$ cat config.mk
export PLATFORM = sky130hd
export DESIGN_NAME = spi_regfile_peripheral_flat
export DESIGN_NICKNAME = d
export VERILOG_FILES = /design/src/rtl/spi_regfile_peripheral_if.sv /design/src/rtl/spi_regfile_peripheral.sv /design/src/flat_wrapper.sv
export SDC_FILE = /design/constraint.sdc
export NUM_CORES = 1
export LEC_CHECK = 0
export BUFFER_PORTS_ARGS = -buffer_cell sky130_fd_sc_hd__buf_4
export CAP_MARGIN = 10
export CORE_ASPECT_RATIO = 1.4
export CORE_UTILIZATION = 54
export CTS_BUF_LIST = sky130_fd_sc_hd__clkbuf_8 sky130_fd_sc_hd__clkbuf_16
export CTS_CLUSTER_SIZE = 8
export DETAILED_ROUTE_END_ITERATION = 10
export GPL_ROUTABILITY_DRIVEN = 0
export PLACE_DENSITY = 0.83
export SKIP_CTS_REPAIR_TIMING = 1
export SLEW_MARGIN = 10
export SYNTH_ARGS = -nofsm -noshare
export SYNTH_HDL_FRONTEND = slang
export SYNTH_SLANG_ARGS = --single-unit
export TNS_END_PERCENT = 100
$ cat constraint.sdc
create_clock -name clk -period 2.9 [get_ports clk]
set_input_delay 0.435 -clock clk [delete_from_list [all_inputs] [get_ports clk]]
set_output_delay 0.435 -clock clk [all_outputs]
set_load 0.01 [all_outputs]
$ cat src/rtl/spi_regfile_peripheral_if.sv
// SPI pin bundle shared by the controller (master) and the register-file peripheral (slave).
interface spi_regfile_peripheral_if;
    logic SCLK;
    logic nCS;
    logic COPI;
    logic CIPO;
    logic cipo_oe;

    modport master (output SCLK, output nCS, output COPI, input CIPO, input cipo_oe);
    modport slave  (input SCLK, input nCS, input COPI, output CIPO, output cipo_oe);
endinterface

$ cat src/rtl/spi_regfile_peripheral.sv
// SPI mode-0 register file: 16-bit frames {R/W, addr[6:0], data[7:0]} write NUM_REGS registers.
// Define SPI_REGFILE_READBACK_EN to compile in the read path that returns register data on CIPO.
module spi_regfile_peripheral #(
    parameter int                NUM_REGS    = 8,
    parameter int                DATA_W      = 8,
    parameter logic [DATA_W-1:0] RESET_VAL   = '0,
    parameter int                SYNC_STAGES = 2
) (
    input  logic                         clk,
    input  logic                         rst,
    spi_regfile_peripheral_if.slave      spi,
    output logic [NUM_REGS*DATA_W-1:0]   regs_out,
    output logic [NUM_REGS-1:0]          wr_strobe,
    output logic                         frame_err
);
    localparam logic [1:0] ST_IDLE   = 2'd0;
    localparam logic [1:0] ST_SHIFT  = 2'd1;
    localparam logic [1:0] ST_COMMIT = 2'd2;

    logic [SYNC_STAGES-1:0] sclk_sync_q, sclk_sync_d;
    logic [SYNC_STAGES-1:0] ncs_sync_q, ncs_sync_d;
    logic [SYNC_STAGES-1:0] copi_sync_q, copi_sync_d;
    logic                   sclk_prev_q, sclk_prev_d;
    logic                   ncs_prev_q, ncs_prev_d;
    logic                   sclk_s, ncs_s, copi_s;
    logic                   sclk_rise, ncs_rise, ncs_fall;

    logic [1:0]             state_q, state_d;
    logic [4:0]             cnt_q, cnt_d;
    logic [15:0]            shreg_q, shreg_d;
    logic [DATA_W-1:0]      regs_q [NUM_REGS];
    logic [DATA_W-1:0]      regs_d [NUM_REGS];
    logic [NUM_REGS-1:0]    wr_strobe_q, wr_strobe_d;
    logic                   frame_err_q, frame_err_d;

    // Sync chains reset low so a pin already low at reset release never looks like an nCS fall.
    always_comb begin
        sclk_sync_d = {sclk_sync_q[SYNC_STAGES-2:0], spi.SCLK};
        ncs_sync_d  = {ncs_sync_q[SYNC_STAGES-2:0], spi.nCS};
        copi_sync_d = {copi_sync_q[SYNC_STAGES-2:0], spi.COPI};
    end

    assign sclk_s      = sclk_sync_q[SYNC_STAGES-1];
    assign ncs_s       = ncs_sync_q[SYNC_STAGES-1];
    assign copi_s      = copi_sync_q[SYNC_STAGES-1];
    assign sclk_prev_d = sclk_s;
    assign ncs_prev_d  = ncs_s;
    assign sclk_rise   = sclk_s & ~sclk_prev_q;
    assign ncs_rise    = ncs_s & ~ncs_prev_q;
    assign ncs_fall    = ~ncs_s & ncs_prev_q;

    always_comb begin
        state_d     = state_q;
        cnt_d       = cnt_q;
        shreg_d     = shreg_q;
        regs_d      = regs_q;
        wr_strobe_d = '0;
        frame_err_d = 1'b0;
        case (state_q)
            ST_IDLE: begin
                if (ncs_fall) begin
                    state_d = ST_SHIFT;
                    cnt_d   = '0;
                    shreg_d = '0;
                end
            end
            ST_SHIFT: begin
                if (ncs_rise) begin
                    state_d = ST_COMMIT;
                end else if (sclk_rise) begin
                    shreg_d = {shreg_q[14:0], copi_s};
                    // Saturate so very long frames can never wrap back to a count of 16.
                    if (cnt_q != 5'd31) begin
                        cnt_d = cnt_q + 5'd1;
                    end
                end
            end
            ST_COMMIT: begin
                state_d = ST_IDLE;
                if (cnt_q != 5'd16) begin
                    frame_err_d = 1'b1;
                end else if (shreg_q[15]) begin
                    for (int k = 0; k < NUM_REGS; k++) begin
                        if (shreg_q[14:8] == 7'(k)) begin
                            regs_d[k]      = shreg_q[DATA_W-1:0];
                            wr_strobe_d[k] = 1'b1;
                        end
                    end
                end
                if (ncs_fall) begin
                    state_d = ST_SHIFT;
                    cnt_d   = '0;
                    shreg_d = '0;
                end
            end
            default: state_d = ST_IDLE;
        endcase
    end

    always_ff @(posedge clk) begin
        if (rst) begin
            sclk_sync_q <= '0;
            ncs_sync_q  <= '0;
            copi_sync_q <= '0;
            sclk_prev_q <= 1'b0;
            ncs_prev_q  <= 1'b0;
            state_q     <= ST_IDLE;
            cnt_q       <= '0;
            shreg_q     <= '0;
            wr_strobe_q <= '0;
            frame_err_q <= 1'b0;
            for (int k = 0; k < NUM_REGS; k++) begin
                regs_q[k] <= RESET_VAL;
            end
        end else begin
            sclk_sync_q <= sclk_sync_d;
            ncs_sync_q  <= ncs_sync_d;
            copi_sync_q <= copi_sync_d;
            sclk_prev_q <= sclk_prev_d;
            ncs_prev_q  <= ncs_prev_d;
            state_q     <= state_d;
            cnt_q       <= cnt_d;
            shreg_q     <= shreg_d;
            wr_strobe_q <= wr_strobe_d;
            frame_err_q <= frame_err_d;
            regs_q      <= regs_d;
        end
    end

    for (genvar gi = 0; gi < NUM_REGS; gi++) begin : g_regs_out
        assign regs_out[gi*DATA_W +: DATA_W] = regs_q[gi];
    end

    assign wr_strobe = wr_strobe_q;
    assign frame_err = frame_err_q;

`ifdef SPI_REGFILE_READBACK_EN
    logic       sclk_fall;
    logic [6:0] rd_addr;
    logic [7:0] rd_val;
    logic [7:0] tx_q, tx_d;
    logic       rd_active_q, rd_active_d;
    logic       cipo_q, cipo_d;
    logic       cipo_oe_q, cipo_oe_d;

    assign sclk_fall = ~sclk_s & sclk_prev_q;
    // Address as it will stand once the 8th header bit is shifted in.
    assign rd_addr   = {shreg_q[5:0], copi_s};

    always_comb begin
        rd_val = 8'h00;
        for (int k = 0; k < NUM_REGS; k++) begin
            if (rd_addr == 7'(k)) begin
                rd_val = 8'(regs_q[k]);
            end
        end
    end

    always_comb begin
        tx_d        = tx_q;
        rd_active_d = rd_active_q;
        if (state_q == ST_SHIFT && !ncs_rise) begin
            if (sclk_rise && cnt_q == 5'd7 && !shreg_q[6]) begin
                tx_d        = rd_val;
                rd_active_d = 1'b1;
            end else if (sclk_fall && rd_active_q && cnt_q >= 5'd9) begin
                tx_d = {tx_q[6:0], 1'b0};
            end
        end
        if (state_q != ST_SHIFT || state_d != ST_SHIFT) begin
            tx_d        = '0;
            rd_active_d = 1'b0;
        end
        cipo_d    = rd_active_d & tx_d[7];
        cipo_oe_d = (state_d == ST_SHIFT);
    end

    always_ff @(posedge clk) begin
        if (rst) begin
            tx_q        <= '0;
            rd_active_q <= 1'b0;
            cipo_q      <= 1'b0;
            cipo_oe_q   <= 1'b0;
        end else begin
            tx_q        <= tx_d;
            rd_active_q <= rd_active_d;
            cipo_q      <= cipo_d;
            cipo_oe_q   <= cipo_oe_d;
        end
    end

    assign spi.CIPO    = cipo_q;
    assign spi.cipo_oe = cipo_oe_q;
`else
    assign spi.CIPO    = 1'b0;
    assign spi.cipo_oe = 1'b0;
`endif

endmodule

$ cat src/flat_wrapper.sv
// flat-port wrapper written by rule: the top's interface ports become plain ports
module spi_regfile_peripheral_flat 
#(
    parameter int                NUM_REGS    = 8,
    parameter int                DATA_W      = 8,
    parameter logic [DATA_W-1:0] RESET_VAL   = '0,
    parameter int                SYNC_STAGES = 2
)
  (clk, rst, regs_out, wr_strobe, frame_err, spi_SCLK, spi_nCS, spi_COPI, spi_CIPO, spi_cipo_oe);
  spi_regfile_peripheral_if spi_i ();
  input  logic clk;
  input  logic rst;
  output logic [NUM_REGS*DATA_W-1:0] regs_out;
  output logic [NUM_REGS-1:0] wr_strobe;
  output logic frame_err;
  input wire logic [$bits(spi_i.SCLK)-1:0] spi_SCLK;
  input wire logic [$bits(spi_i.nCS)-1:0] spi_nCS;
  input wire logic [$bits(spi_i.COPI)-1:0] spi_COPI;
  output wire logic [$bits(spi_i.CIPO)-1:0] spi_CIPO;
  output wire logic [$bits(spi_i.cipo_oe)-1:0] spi_cipo_oe;
  assign spi_i.SCLK = spi_SCLK;
  assign spi_i.nCS = spi_nCS;
  assign spi_i.COPI = spi_COPI;
  assign spi_CIPO = spi_i.CIPO;
  assign spi_cipo_oe = spi_i.cipo_oe;
  spi_regfile_peripheral #(.NUM_REGS(NUM_REGS), .DATA_W(DATA_W), .RESET_VAL(RESET_VAL), .SYNC_STAGES(SYNC_STAGES)) u_core (.clk(clk), .rst(rst), .spi(spi_i), .regs_out(regs_out), .wr_strobe(wr_strobe), .frame_err(frame_err));
endmodule
# Word-level counts from Yosys, hierarchy flattened
# Cells that the tools add are included.
[op_classes]
muxes = 22
eq_ne = 17
n_reduce_logical = 17
n_bitwise = 9
addsub = 1
[ops]
columns = ["operator", "n"]
rows = [
  ["$mux 16", 3],
  ["$reduce_and 4->1", 9],
  ["$pmux 16 s2", 1],
  ["$eq 7x3->1 const B", 4],
  ["$mux 5", 4],
  ["$eq 7x2->1 const B", 2],
  ["$mux 1", 10],
  ["$ne 2x1->1 const B", 5],
  ["$ne 5x5->1 const B", 2],
  ["$pmux 5 s2", 1],
  ["$eq 7x1->1 const B", 1],
  ["$logic_not 7->1", 1],
  ["$not 1->1", 6],
  ["$pmux 2 s3", 1],
  ["$add 5x1->5 const B", 1],
  ["$reduce_and 5->1", 1],
  ["$mux 2", 2],
  ["$reduce_or 2->1", 2],
  ["$reduce_or 4->1", 1],
  ["$and 1x1->1", 3],
  ["$eq 2x1->1 const B", 1],
  ["$eq 2x2->1 const B", 1],
  ["$logic_not 2->1", 1],
  ["$ne 2x2->1 const B", 1],
  ["other kinds (2)", 2],
]
[word_totals]
wordCells = 84
input_bits = 5
regBits = 104
output_inout_bits = 75

# Logic depth before layout (Yosys ltp)
[logic_depth]
ltp_word = 5
depth_mapped = 8
depth_no_buf = 6

# Worst setup path after synthesis
# OpenSTA, ideal clock, no wires.
[synth_path]
path_kind = "flip-flop to flip-flop"
start = "reg u_core.cnt_q[0]"
end = "reg u_core.regs_q (netlist bit u_core.regs_out[31])"
setup_time_ns = 0.128
path_buffers = 1
stages_incl_launch_ff = 8
t_required_ns = 2.772
setup_slack_ns = 0.801
synth_period_minus_slack_ns = 2.099
arrival_time_ns = 1.971
cell_sequence = "dfxtp_1 inv_1 ha_1 or4bb_1 buf_2 nor4_4 mux2i_1 nor2_1"
[synth_via]
elab_chain_cells = 3
[synth_lines]
columns = ["item", "line_no", "source"]
rows = [
  ["from (decl)", "spi_regfile_peripheral.sv:29", "logic [4:0] cnt_q, cnt_d;"],
  ["from (signal assigned)", "spi_regfile_peripheral.sv:122", "cnt_q <= cnt_d;"],
  ["$ne 5x5->1", "spi_regfile_peripheral.sv:80", "if (cnt_q != 5'd16) begin"],
  ["$not 1->1 (no source line)", "n/a", ""],
  ["$reduce_and 4->1 (no source line)", "n/a", ""],
  ["to (signal assigned)", "spi_regfile_peripheral.sv:126", "regs_q <= regs_d;"],
  ["to (decl)", "spi_regfile_peripheral.sv:31", "logic [DATA_W-1:0] regs_q [NUM_REGS];"],
]
# No other way between the ends.
# A chain may end at the register's enable or synchronous reset.

# Worst setup path in the final report
[layout_path]
start = "reg u_core.cnt_q[0]"
end = "reg u_core.regs_q (netlist bit u_core.regs_out[24])"
# The elaborated chain is that of the path after synthesis.

==> summary.md <==
| Metric | Value |
|---|---|
| GRT overflow | 0 |
| DRT iter0 DRCs | 245 |
| Number of global-route vias before repair | ~3000 |
| CP Capture Type | register |
| Hpwl dp | 5860 um |
| CTS tree | built |
| Largest net degree at the start of global routing | 105 |
| First-pass GRT wire length | 15000 um |
| Final setup margin | 0.427 ns |
| Crit path largest cell delay | 0.72 ns |
| Skew-Pair Late Insertion Delay | 0.36 ns |
| Pins Over Slew Limit | 0 |
| Cell row count | 36 |
| Drt via density | 5.53 |
| I/O pins | 80 |
| Yosys top cell area share | 51.9% |
| Ys Warns | 0 |
| FF-to-FF Start | u_core.cnt_q[0] |
| Hold path start | spi_nCS |
| Power per Cell Area | 489 nW/um^2 |
| Avg WL per Cell | 15.7 um |
| N_diodes | 0 |
| Pleak | 0.00194 uW |
| Die X | 74.8 um |
| CTS root buf | clkbuf_8 |
| Crit path from | u_core.cnt_q[0] |
| Status | finished, final reports clean |
| Overall routing resource usage | 24.9% |
| Mean area per synthesized cell | 9.44 um^2 |
| Maximum clock insertion buffer count | 2 |
| Fin Clk Skew | 0.0137 ns |
| Clock Sinks | 104 |
| Nets@finish | 490 |
| Drt pass-1 iters | 5 |
| Final WL | 9130 um |
| Min-Delay Path Class | input port to register |
| Tcrit/Tclk final | 85.3% |
| Count of input and output buffers | 77 |
| Rel. slew slack | 32.3% |
| Worst setup SP type | register |
| CTS H-tree lvls | 3 |
| Total power | 2330 uW |
| Dominant cells by area after synthesis | dfxtp_1, mux2i_1, nor2_1, a21oi_1, nand3_1 |
| CP arrival | roughly 2.7 ns |
| Largest area contributor in the netlist | dfxtp_1 |
| Die area | 7780 um^2 |
| Layout cell share with drive strength beyond 1 | 22.0% |
| Initial antenna violation count | 0 |
| Setup_tns | 0 ns |
| Pre-CTS WS | around 0.46 ns |
| Layout area overhead | 18.9% |
| Max_cap viols | 0 |
| Synthesized netlist cell count | 425 |
| VDD IR max | 0.394 mV |
| Post-synthesis sequential area ratio | 51.9% |
| CP max FO | 8 |
| Crit Path Class | register to register |
| CP Cell Sequence | inv_1 -> ha_1 -> or4bb_1 -> nor4_4 -> mux2i_1 -> nor2_1 |
| Final Hold Vio Count | 0 |
| Initial Utilization | 56.7% |
| DRC | 0 |
| Unique masters post-synth | 33 |
| Critical Path RT | 3.11 ns |
| Slowest-stage cell, CP | or4bb_1 |
| Tightest Pin Transition | 1.02 ns |
| Clock slew at reported path FFs | 0.10 ns |
| Total core area | around 7000 um^2 |
| RSZ-0062 raised after global routing | false |
| Max Clk Rate | approximately 0.4 GHz |
| DRT antenna net count | 0 |
| Seq cells post-synth | 104 |
| Vias | 3216 |
| Cts bufs inserted | 9 |
| Die height | approximately 100 um |
| Tmin final | ~2.5 ns |
| Cell Area, Synth | 4010 um^2 |
| Endpoints failing setup | 0 |
## logic make-up after synthesis
kind of cell               after synthesis  share of synthesized area [%]
AOI/OAI and AO/OA                       45                           5.80
muxes                                   48                           12.0
DFF                                    104                           51.9
and+or+nand+nor                        183                           24.6
buffers and inverters                   41                           4.71
other                                    1                         0.0935
adders and majority gates                3                          0.936
## flip-flops by register name, summed over array words and instances, names as in the netlist
name	flops
u_core.wr_strobe	8
u_core.shreg_q	16
u_core.regs_out	64
u_core.cnt_q	5
u_core.state_q	2
u_core.sclk_sync_q	2
u_core.copi_sync_q	2
u_core.sclk_prev_q	1
u_core.ncs_prev_q	1
u_core.frame_err	1
u_core.ncs_sync_q	2
## placed cells by master (no fill, tap or decap), drive strengths merged
cell	Yosys	routed
ha	3	3
a31oi	3	3
and2	1	1
o21ai	4	4
buf	18	83
and3	1	1
and4bb	1	1
inv	3	5
a31o	1	1
nand2b	2	2
nor3b	9	9
nand3	36	36
nor3	2	2
or4bb	1	1
conb	1	2
clkinv	0	4
a21oi	37	37
nand3b	4	4
nor4b	4	4
nand4	8	8
nor2b	10	10
nand2	39	39
nor2	55	55
dfxtp	104	104
or3	1	1
clkbuf	20	10
or4b	1	1
mux2i	48	48
or3b	1	1
nor4	7	7
## area by class of cell
cell class / count / area (um^2)
clock inverter: 6 / 51.3
clock buffer: 10 / 138
sequential: 104 / 2080
multi-input combinational: 281 / 1740
timing repair buffer: 83 / 623
inverter: 3 / 11.3
fill: 590 / 2300
tap: 95 / 119
## synth_stat cells (all sizes together)
master / instances
nor4b: 4
or3: 1
o21ai: 4
buf: 18
ha: 3
nor4: 7
clkbuf: 20
and4bb: 1
and3: 1
a31oi: 3
dfxtp: 104
conb: 1
nand4: 8
nand2: 39
or4b: 1
nor3: 2
nor2: 55
nand3: 36
a21oi: 37
nand3b: 4
a31o: 1
or3b: 1
and2: 1
mux2i: 48
inv: 3
nand2b: 2
or4bb: 1
nor2b: 10
nor3b: 9
## final timing paths
kind | slack [ns] | cells after the start | endpoint
worst max-delay path | 0.43 | 6 | u_core.regs_out[24]
worst min-delay path | 0.29 | 2 | u_core.ncs_sync_q[0]
worst max register to register | 0.43 | 6 | u_core.regs_out[24]
worst min register to register | 0.44 | 1 | u_core.state_q[1]
## per-layer routing
| layer | up-vias | track usage (%) | part of all wire, % | wire length, um |
|---|---|---|---|---|
| met4 | 0 | 10.8 | 1.6 | 142 |
| met3 | 12 | 3.97 | 4.7 | 433 |
| met1 | 1552 | 32.5 | 42 | 3810 |
| met2 | 93 | 39.8 | 52 | 4750 |
| met5 | - | 0 | 0 | 0 |
| li1 | 1559 | - | - | - |
## report_power, final
group / leakage [uW] / switching [uW] / internal, uW
registers: 0.000839 / 1.97 / 1430
logic: 0.00100 / 35.2 / 9.48
clock network: 0.0000987 / 505 / 348
## stage by stage
stage	util (%)	instance area, um^2	std cells	hold WS [ns]
6_report	67.4	4770	582	0.287
5_1_grt	67.4	4770	582	0.298
4_1_cts	67.4	4770	582	0.283
3_5_place_dp	64.7	4580	566	0.425
3_3_place_gp	64.7	4580	566	0.426
2_1_floorplan	-	4010	426	0.402
## critical path: cells and delay by family (launching register included)
kind / cells / cell delay [ns]
buffers and inverters: 1 / 0.08
muxes: 1 / 0.29
adders and majority gates: 1 / 0.16
and+or+nand+nor: 3 / 1.46
DFF: 1 / 0.34
No activity file was read; power rests on OpenSTA's default activity.
